$ cat src/rtl/lc2k_alu_seq.sv
// ============================================================================
//  Module   : lc2k_alu_seq
//  Purpose  : Sequential LC2K-style ALU with valid/ready handshakes on the
//             request and result sides. ADD/NOR/SUB/AND/SLL/SRL complete in
//             one cycle. MUL is an optional iterative shift-add multiplier
//             that needs DATA_LEN cycles.
//  Config   : Define LC2K_ALU_MUL_EN to build the multiplier and the BUSY
//             state. Without it, op 110 is reported as illegal.
//  Ports    : clock      - rising-edge clock
//             reset      - asynchronous active-high reset
//             in_valid   - request present        in_ready  - request accepted
//             op, a, b   - operation code and operands
//             out_valid  - result held            out_ready - result taken
//             out        - result                 eq        - result == 0
//             err        - illegal op flagged with this result
//  Revision : 1.0 - initial release
// ============================================================================
`default_nettype none

module lc2k_alu_seq #(
    parameter int DATA_LEN  = 32,
    parameter int SHAMT_LEN = $clog2(DATA_LEN)
) (
    input  logic                clock,
    input  logic                reset,
    input  logic                in_valid,
    output logic                in_ready,
    input  logic [2:0]          op,
    input  logic [DATA_LEN-1:0] a,
    input  logic [DATA_LEN-1:0] b,
    output logic                out_valid,
    input  logic                out_ready,
    output logic [DATA_LEN-1:0] out,
    output logic                eq,
    output logic                err
);

    localparam logic [2:0] c_OP_ADD = 3'b000;
    localparam logic [2:0] c_OP_NOR = 3'b001;
    localparam logic [2:0] c_OP_SUB = 3'b010;
    localparam logic [2:0] c_OP_AND = 3'b011;
    localparam logic [2:0] c_OP_SLL = 3'b100;
    localparam logic [2:0] c_OP_SRL = 3'b101;
`ifdef LC2K_ALU_MUL_EN
    localparam logic [2:0]           c_OP_MUL   = 3'b110;
    localparam logic [SHAMT_LEN-1:0] c_CNT_LAST = SHAMT_LEN'(DATA_LEN - 1);
    localparam logic [SHAMT_LEN-1:0] c_CNT_ONE  = SHAMT_LEN'(1);
`endif

    typedef enum logic [1:0] {
        S_IDLE = 2'd0,
        S_BUSY = 2'd1,
        S_DONE = 2'd2
    } state_t;

    state_t              r_state;
    logic                w_accept;
    logic [DATA_LEN-1:0] w_alu_res;
    logic                w_alu_err;

    assign in_ready  = (r_state == S_IDLE) || ((r_state == S_DONE) && out_ready);
    assign w_accept  = in_valid && in_ready;
    assign out_valid = (r_state == S_DONE);

    // Single-cycle datapath. Anything not listed (reserved op, and MUL when
    // the multiplier is not built) yields a zero result with err set.
    always_comb begin
        w_alu_res = '0;
        w_alu_err = 1'b0;
        case (op)
            c_OP_ADD: w_alu_res = a + b;
            c_OP_NOR: w_alu_res = ~(a | b);
            c_OP_SUB: w_alu_res = a - b;
            c_OP_AND: w_alu_res = a & b;
            c_OP_SLL: w_alu_res = a << b[SHAMT_LEN-1:0];
            c_OP_SRL: w_alu_res = a >> b[SHAMT_LEN-1:0];
            default: begin
                w_alu_res = '0;
                w_alu_err = 1'b1;
            end
        endcase
    end

`ifdef LC2K_ALU_MUL_EN
    // Shift-add multiplier state: multiplicand shifts left and multiplier
    // shifts right each step, so bit 0 of r_mp always selects the addend.
    logic [DATA_LEN-1:0]  r_mc;
    logic [DATA_LEN-1:0]  r_mp;
    logic [DATA_LEN-1:0]  r_acc;
    logic [SHAMT_LEN-1:0] r_cnt;
    logic [DATA_LEN-1:0]  w_acc_next;

    assign w_acc_next = r_mp[0] ? (r_acc + r_mc) : r_acc;
`endif

    always_ff @(posedge clock or posedge reset) begin
        if (reset) begin
            r_state <= S_IDLE;
            out     <= '0;
            eq      <= 1'b0;
            err     <= 1'b0;
`ifdef LC2K_ALU_MUL_EN
            r_mc    <= '0;
            r_mp    <= '0;
            r_acc   <= '0;
            r_cnt   <= '0;
`endif
        end else begin
            case (r_state)
                S_IDLE, S_DONE: begin
                    if (w_accept) begin
`ifdef LC2K_ALU_MUL_EN
                        if (op == c_OP_MUL) begin
                            // out/eq/err keep their old values until the
                            // final product is known.
                            r_state <= S_BUSY;
                            r_mc    <= a;
                            r_mp    <= b;
                            r_acc   <= '0;
                            r_cnt   <= '0;
                        end else
`endif
                        begin
                            r_state <= S_DONE;
                            out     <= w_alu_res;
                            eq      <= (w_alu_res == '0);
                            err     <= w_alu_err;
                        end
                    end else if (r_state == S_DONE && out_ready) begin
                        r_state <= S_IDLE;
                    end
                end
`ifdef LC2K_ALU_MUL_EN
                S_BUSY: begin
                    r_acc <= w_acc_next;
                    r_mc  <= r_mc << 1;
                    r_mp  <= r_mp >> 1;
                    r_cnt <= r_cnt + c_CNT_ONE;
                    // The last step publishes the finished product directly.
                    if (r_cnt == c_CNT_LAST) begin
                        r_state <= S_DONE;
                        out     <= w_acc_next;
                        eq      <= (w_acc_next == '0);
                        err     <= 1'b0;
                    end
                end
`endif
                default: r_state <= S_IDLE;
            endcase
        end
    end

endmodule

`default_nettype wire

$ cat config.mk
export PLATFORM = sky130hd
export DESIGN_NAME = lc2k_alu_seq
export DESIGN_NICKNAME = d
export VERILOG_FILES = /design/src/rtl/lc2k_alu_seq.sv
export SDC_FILE = /design/constraint.sdc
export NUM_CORES = 1
export LEC_CHECK = 0
export CAP_MARGIN = 20
export CORE_ASPECT_RATIO = 0.8
export CORE_UTILIZATION = 59
export DETAILED_ROUTE_END_ITERATION = 8
export GPL_ROUTABILITY_DRIVEN = 1
export MAX_ROUTING_LAYER = met4
export PLACE_DENSITY = 0.84
export REMOVE_ABC_BUFFERS = 1
export SLEW_MARGIN = 10
export SYNTH_ARGS = -nofsm -noshare
export SYNTH_HDL_FRONTEND = slang
export SYNTH_SLANG_ARGS = --single-unit
$ cat constraint.sdc
create_clock -name clock -period 3.21 [get_ports clock]
set_input_delay 0.963 -clock clock [delete_from_list [all_inputs] [get_ports clock]]
set_output_delay 0.963 -clock clock [all_outputs]
set_load 0.03 [all_outputs]
==> impl_metrics.env, run 1 <==
export IMPL_synth_area_leaders="dfrtp_1 10%, mux2i_1 6.8%, mux4_2 6.4%, mux2_2 5.6%, ha_1 5.0%"
export IMPL_start_util=0.6109
export IMPL_cts_resized=295
export IMPL_postCtsSetupBuffers=42
export IMPL_cts_root_buf="clkbuf_16"
export IMPL_yosysSeqAreaShare=0.09960
export IMPL_firstError="[ERROR DPL-0038] Utilization greater than 100%, impossible to legalize"
export IMPL_stop_stage="4_1_cts"
export IMPL_synthesis_area_um2=8793
export IMPL_ys_warn_count=0
export IMPL_synth_mux_area_frac=0.2043
export IMPL_ys_flop_type="dfrtp_1"
export IMPL_synth_edf_count=0
export IMPL_rows=39
export IMPL_status="stopped before the end"
export IMPL_post_dp_hpwl_um=36100
export IMPL_pin_count=107
export IMPL_yosys_area_share_adder=0.05208
export IMPL_synth_top_area_share=0.09960
export IMPL_routabilityCongestion=1.292
export IMPL_synth_top_family_by_area="compound AO/OA/AOI/OAI gates"
export IMPL_synthSimpleGateAreaFrac=0.2558
export IMPL_synth_xor_area_frac=0.04283
export IMPL_die_height_um=111.2
export IMPL_avgSynthCellArea_um2=7.304
export IMPL_ctsHoldBuffers=0
export IMPL_synth_seq_cells=35
export IMPL_synth_compound_area_frac=0.2859
export IMPL_yosys_area_top_type="dfrtp_1"
export IMPL_synthCells=1204
export IMPL_die_w_um=138.5
export IMPL_cts_path_max_buffers=2
export IMPL_io_buffers=106
export IMPL_synthArstFlopShare=1.000
export IMPL_h_tree_depth=2
export IMPL_placed_cell_area_um2=12800
export IMPL_cts_buffers=5
export IMPL_numClockSinks=35
export IMPL_place_inst=1821
export IMPL_yosysUniqueCellTypes=82
-- synthesized netlist by cell type, drive strengths merged, types with 6 or more instances --
library cell / n
a211o: 8
a211oi: 25
a21o: 8
a21oi: 84
a221oi: 6
a31oi: 11
and2: 11
and3: 22
buf: 34
clkbuf: 60
dfrtp: 35
ha: 35
inv: 22
mux2: 55
mux2i: 61
mux4: 25
nand2: 115
nand2b: 16
nand3: 36
nand3b: 6
nand4: 18
nor2: 102
nor2b: 14
nor3: 46
nor4: 9
o2111ai: 7
o211ai: 24
o21a: 8
o21ai: 88
o221ai: 6
o22ai: 23
o31ai: 10
o32ai: 6
o41ai: 7
or2: 11
or3: 25
or4: 6
xnor2: 22
xor2: 21
-- stage by stage --
stage | hold WS (ns) | utilization | TNS, ns | setup WS (ns)
detailed placement | 0.4755 | 0.8889 | -52.30 | -2.671
floorplan | 0.6514 | - | -42.67 | -2.294
global placement | 0.4590 | 0.8889 | -46.68 | -2.329
-- kinds of logic after synthesis --
| kind of cell | Yosys count |
|---|---|
| simple gates | 454 |
| mux | 141 |
| xor+xnor | 43 |
| compound gates | 378 |
| buf+inv | 117 |
| fa+ha+maj | 36 |
| flops | 35 |
==> inputs of run 2 (changes only) <==
--- a/config.mk
+++ b/config.mk
@@ -6,12 +6,10 @@
 export NUM_CORES = 1
 export LEC_CHECK = 0
 export CAP_MARGIN = 20
-export CORE_ASPECT_RATIO = 0.8
-export CORE_UTILIZATION = 59
+export CORE_UTILIZATION = 40
 export DETAILED_ROUTE_END_ITERATION = 8
 export GPL_ROUTABILITY_DRIVEN = 1
-export MAX_ROUTING_LAYER = met4
-export PLACE_DENSITY = 0.84
+export PLACE_DENSITY_LB_ADDON = 0.15
 export REMOVE_ABC_BUFFERS = 1
 export SLEW_MARGIN = 10
 export SYNTH_ARGS = -nofsm -noshare
==> run 2 against run 1 <==
Compared with the run above:
- the flow now finishes, with violations (setup timing)
- area after synthesis unchanged
- synthesized cell count unchanged
==> impl_metrics.env, run 2 <==
export IMPL_hold_end="out[3]"
export IMPL_reg2reg_to="eq"
export IMPL_synth_seq_cells=35
export IMPL_violations="setup timing"
export IMPL_routabilityCongestion=1.107
export IMPL_setup_viol=31
export IMPL_post_dp_hpwl_um=40310
export IMPL_fmax_mhz=186.8
export IMPL_drv_slew=0
export IMPL_synth_area_leaders="dfrtp_1 10%, mux2i_1 6.8%, mux4_2 6.4%, mux2_2 5.6%, ha_1 5.0%"
export IMPL_numClockSinks=35
export IMPL_yosys_top_cells_count="115 x nand2_1, 102 x nor2_1, 84 x a21oi_1, 82 x o21ai_0, 60 x mux2i_1"
export IMPL_min_delay_start="out[3]"
export IMPL_required_ns=3.38
export IMPL_die_height_um=150.3
export IMPL_fin_crit_sh=1.667
export IMPL_critical_path_class="input pin to flop"
export IMPL_most_common_layout_cells="479 x buf_4, 100 x nand2_1, 92 x nor2_1"
export IMPL_p_leak_nw=7.020
export IMPL_grt_max_degree=59
export IMPL_max_slew_margin=0.3179
export IMPL_rr_worst_depth=11
export IMPL_ys_warn_count=0
export IMPL_avgSynthCellArea_um2=7.304
export IMPL_coreArea_um2=21290
export IMPL_reg2reg_setup_slack_ns=-0.15
export IMPL_synth_edf_count=0
export IMPL_p_total_w=0.004589
export IMPL_path_max_fanout=4
export IMPL_rows=53
export IMPL_stdcell_area_um2=15900
export IMPL_final_common_cell="buf_4"
export IMPL_wl_um=56260
export IMPL_track_usage=0.4671
export IMPL_pin_count=107
export IMPL_worstSkewPairLatency_ns=0.28
export IMPL_start_util=0.4131
export IMPL_synth_top_area_share=0.09960
export IMPL_synthToLayoutAreaGrowth_pct=80.82
export IMPL_h_tree_depth=2
export IMPL_firstDrtPassIters=9
export IMPL_drive_above_1_share=0.4727
export IMPL_yosysUniqueCellTypes=82
export IMPL_synthesis_area_um2=8793
export IMPL_clk_pin_slew_ns=0.05
export IMPL_grt_pass1_vias=12770
export IMPL_worstHoldPathCells=1
export IMPL_ys_flop_type="dfrtp_1"
export IMPL_remaining_drc_errors=0
export IMPL_wl_per_cell_um=27.43
export IMPL_cap_violations=0
export IMPL_start_kind="input pin"
export IMPL_drt_antenna_violating_nets=0
export IMPL_dieArea_um2=22580
export IMPL_tightest_slew_ns=1.021
export IMPL_cts_buffers=5
export IMPL_io_buffers=106
export IMPL_yosysSeqAreaShare=0.09960
export IMPL_hold_violations=0
export IMPL_cts_path_max_buffers=2
export IMPL_ctsHoldBuffers=0
export IMPL_skew_ns=0.004386
export IMPL_synthArstFlopShare=1.000
export IMPL_regMostFlops="out"
export IMPL_die_w_um=150.3
export IMPL_status="finished, violations left"
export IMPL_yosys_area_top_type="dfrtp_1"
export IMPL_drt_iter0_drc=1834
export IMPL_p_per_area_nw_per_um2=288.6
export IMPL_worstPathArrival_ns=5.53
export IMPL_synthCells=1204
export IMPL_rr_startpoint="r_state[1]"
export IMPL_antenna_found_initial=2
export IMPL_via_per_inst=6.666
export IMPL_crit_path_end_kind="flop"
export IMPL_tritoncts="done"
export IMPL_hold_path_class="flop to flop"
export IMPL_placed_cell_area_um2=13240
export IMPL_rsz0062_at_grt="yes"
export IMPL_fin_nets=1883
export IMPL_yosysMostFrequentCell="nand2_1"
export IMPL_layout_min_cycle_time_ns=5.352
export IMPL_cts_root_buf="clkbuf_16"
export IMPL_grt_overflow=0
export IMPL_vias=13670
export IMPL_grt_pass1_wl_um=77930
export IMPL_largest_reg_flops=32
export IMPL_peakVddDrop_mv=0.2653
export IMPL_fin_ws_ns=-2.142
export IMPL_n_fill_cell=1533
-- run 2: kinds of logic after synthesis --
| kind of cell | after synthesis | synth area share |
|---|---|---|
| AOI/OAI and AO/OA | 378 | 0.2859 |
| xor gates and xnor gates | 43 | 0.04283 |
| adders and majority gates | 36 | 0.05208 |
| buffers and inverters | 117 | 0.05948 |
| DFF | 35 | 0.09960 |
| muxes | 141 | 0.2043 |
| and+or+nand+nor | 454 | 0.2558 |
-- run 2: metal layers --
layer | global-route usage | wire [um] | up-vias
met3 | 0.09030 | 7192 | 299
met1 | 0.5867 | 20480 | 6491
li1 | - | - | 5779
met5 | 0 | 16 | -
met2 | 0.7378 | 24020 | 1101
met4 | 0.2798 | 4545 | 2
-- run 2: per-stage QoR --
stage	instances	TNS [ns]	hold slack, ns	worst slack [ns]	utilization
after floorplan	1110	-42.67	0.6514	-2.294	-
after CTS	2026	-28.47	0.4766	-1.767	0.7101
after global routing	2050	-34.04	0.4910	-2.190	0.7468
after global placement	1953	-52.89	0.4584	-2.598	0.6221
final	2051	-31.92	0.4720	-2.142	0.7470
after detailed placement	1953	-53.80	0.4648	-2.698	0.6221
-- run 2: worst max path at each step --
stage	start	endpoint	cells past startpoint
after floorplan	b[0]	eq	19
after global placement	b[7]	eq	18
after detailed placement	b[7]	eq	21
after CTS	b[5]	eq	19
after global routing	b[9]	eq	18
final	b[9]	eq	18
-- run 2: area by class of cell --
class | instances | area [um^2] | area share
clock buffers | 6 | 128.9 | 0.008105
inverters | 23 | 101.3 | 0.006374
repair buffers | 659 | 5764 | 0.3625
flip-flops and latches | 35 | 875.8 | 0.05508
well taps | 275 | 344.1 | 0.02164
diodes | 1 | 2.502 | 0.0001574
multi-input cells | 1052 | 8683 | 0.5461
-- run 2: report_power, final --
group	total (W)	leakage [nW]	switching, W	internal, W
registers	0.000570	0.449	0.0000472	0.000523
logic	0.00357	6.51	0.00188	0.00169
clock network	0.000450	0.0628	0.000171	0.000279
-- run 2: timing repair --
action / CTS / global route
gates resized for setup: 297 / 151
pin swaps: 89 / 85
gates cloned: 7 / 0
setup buffers: 74 / 35
setup endpoints to repair: 33 / 32
hold endpoints to repair: 0 / 0
-- run 2: worst max-delay path, stage by stage --
cell	delay, ns
clkdlybuf4s50_1	0.47
buf_4	0.19
nand4b_1	0.22
buf_4	0.19
o21ai_0	0.34
xor2_1	0.24
ha_1	0.35
nand2_2	0.12
nor2_1	0.06
a211oi_2	0.24
buf_4	0.18
xnor2_2	0.08
a221oi_2	0.31
buf_4	0.24
nand4_1	0.38
nor4_2	0.38
nand3_1	0.17
o41ai_2	0.38
Power figures use the tool's default switching activity.
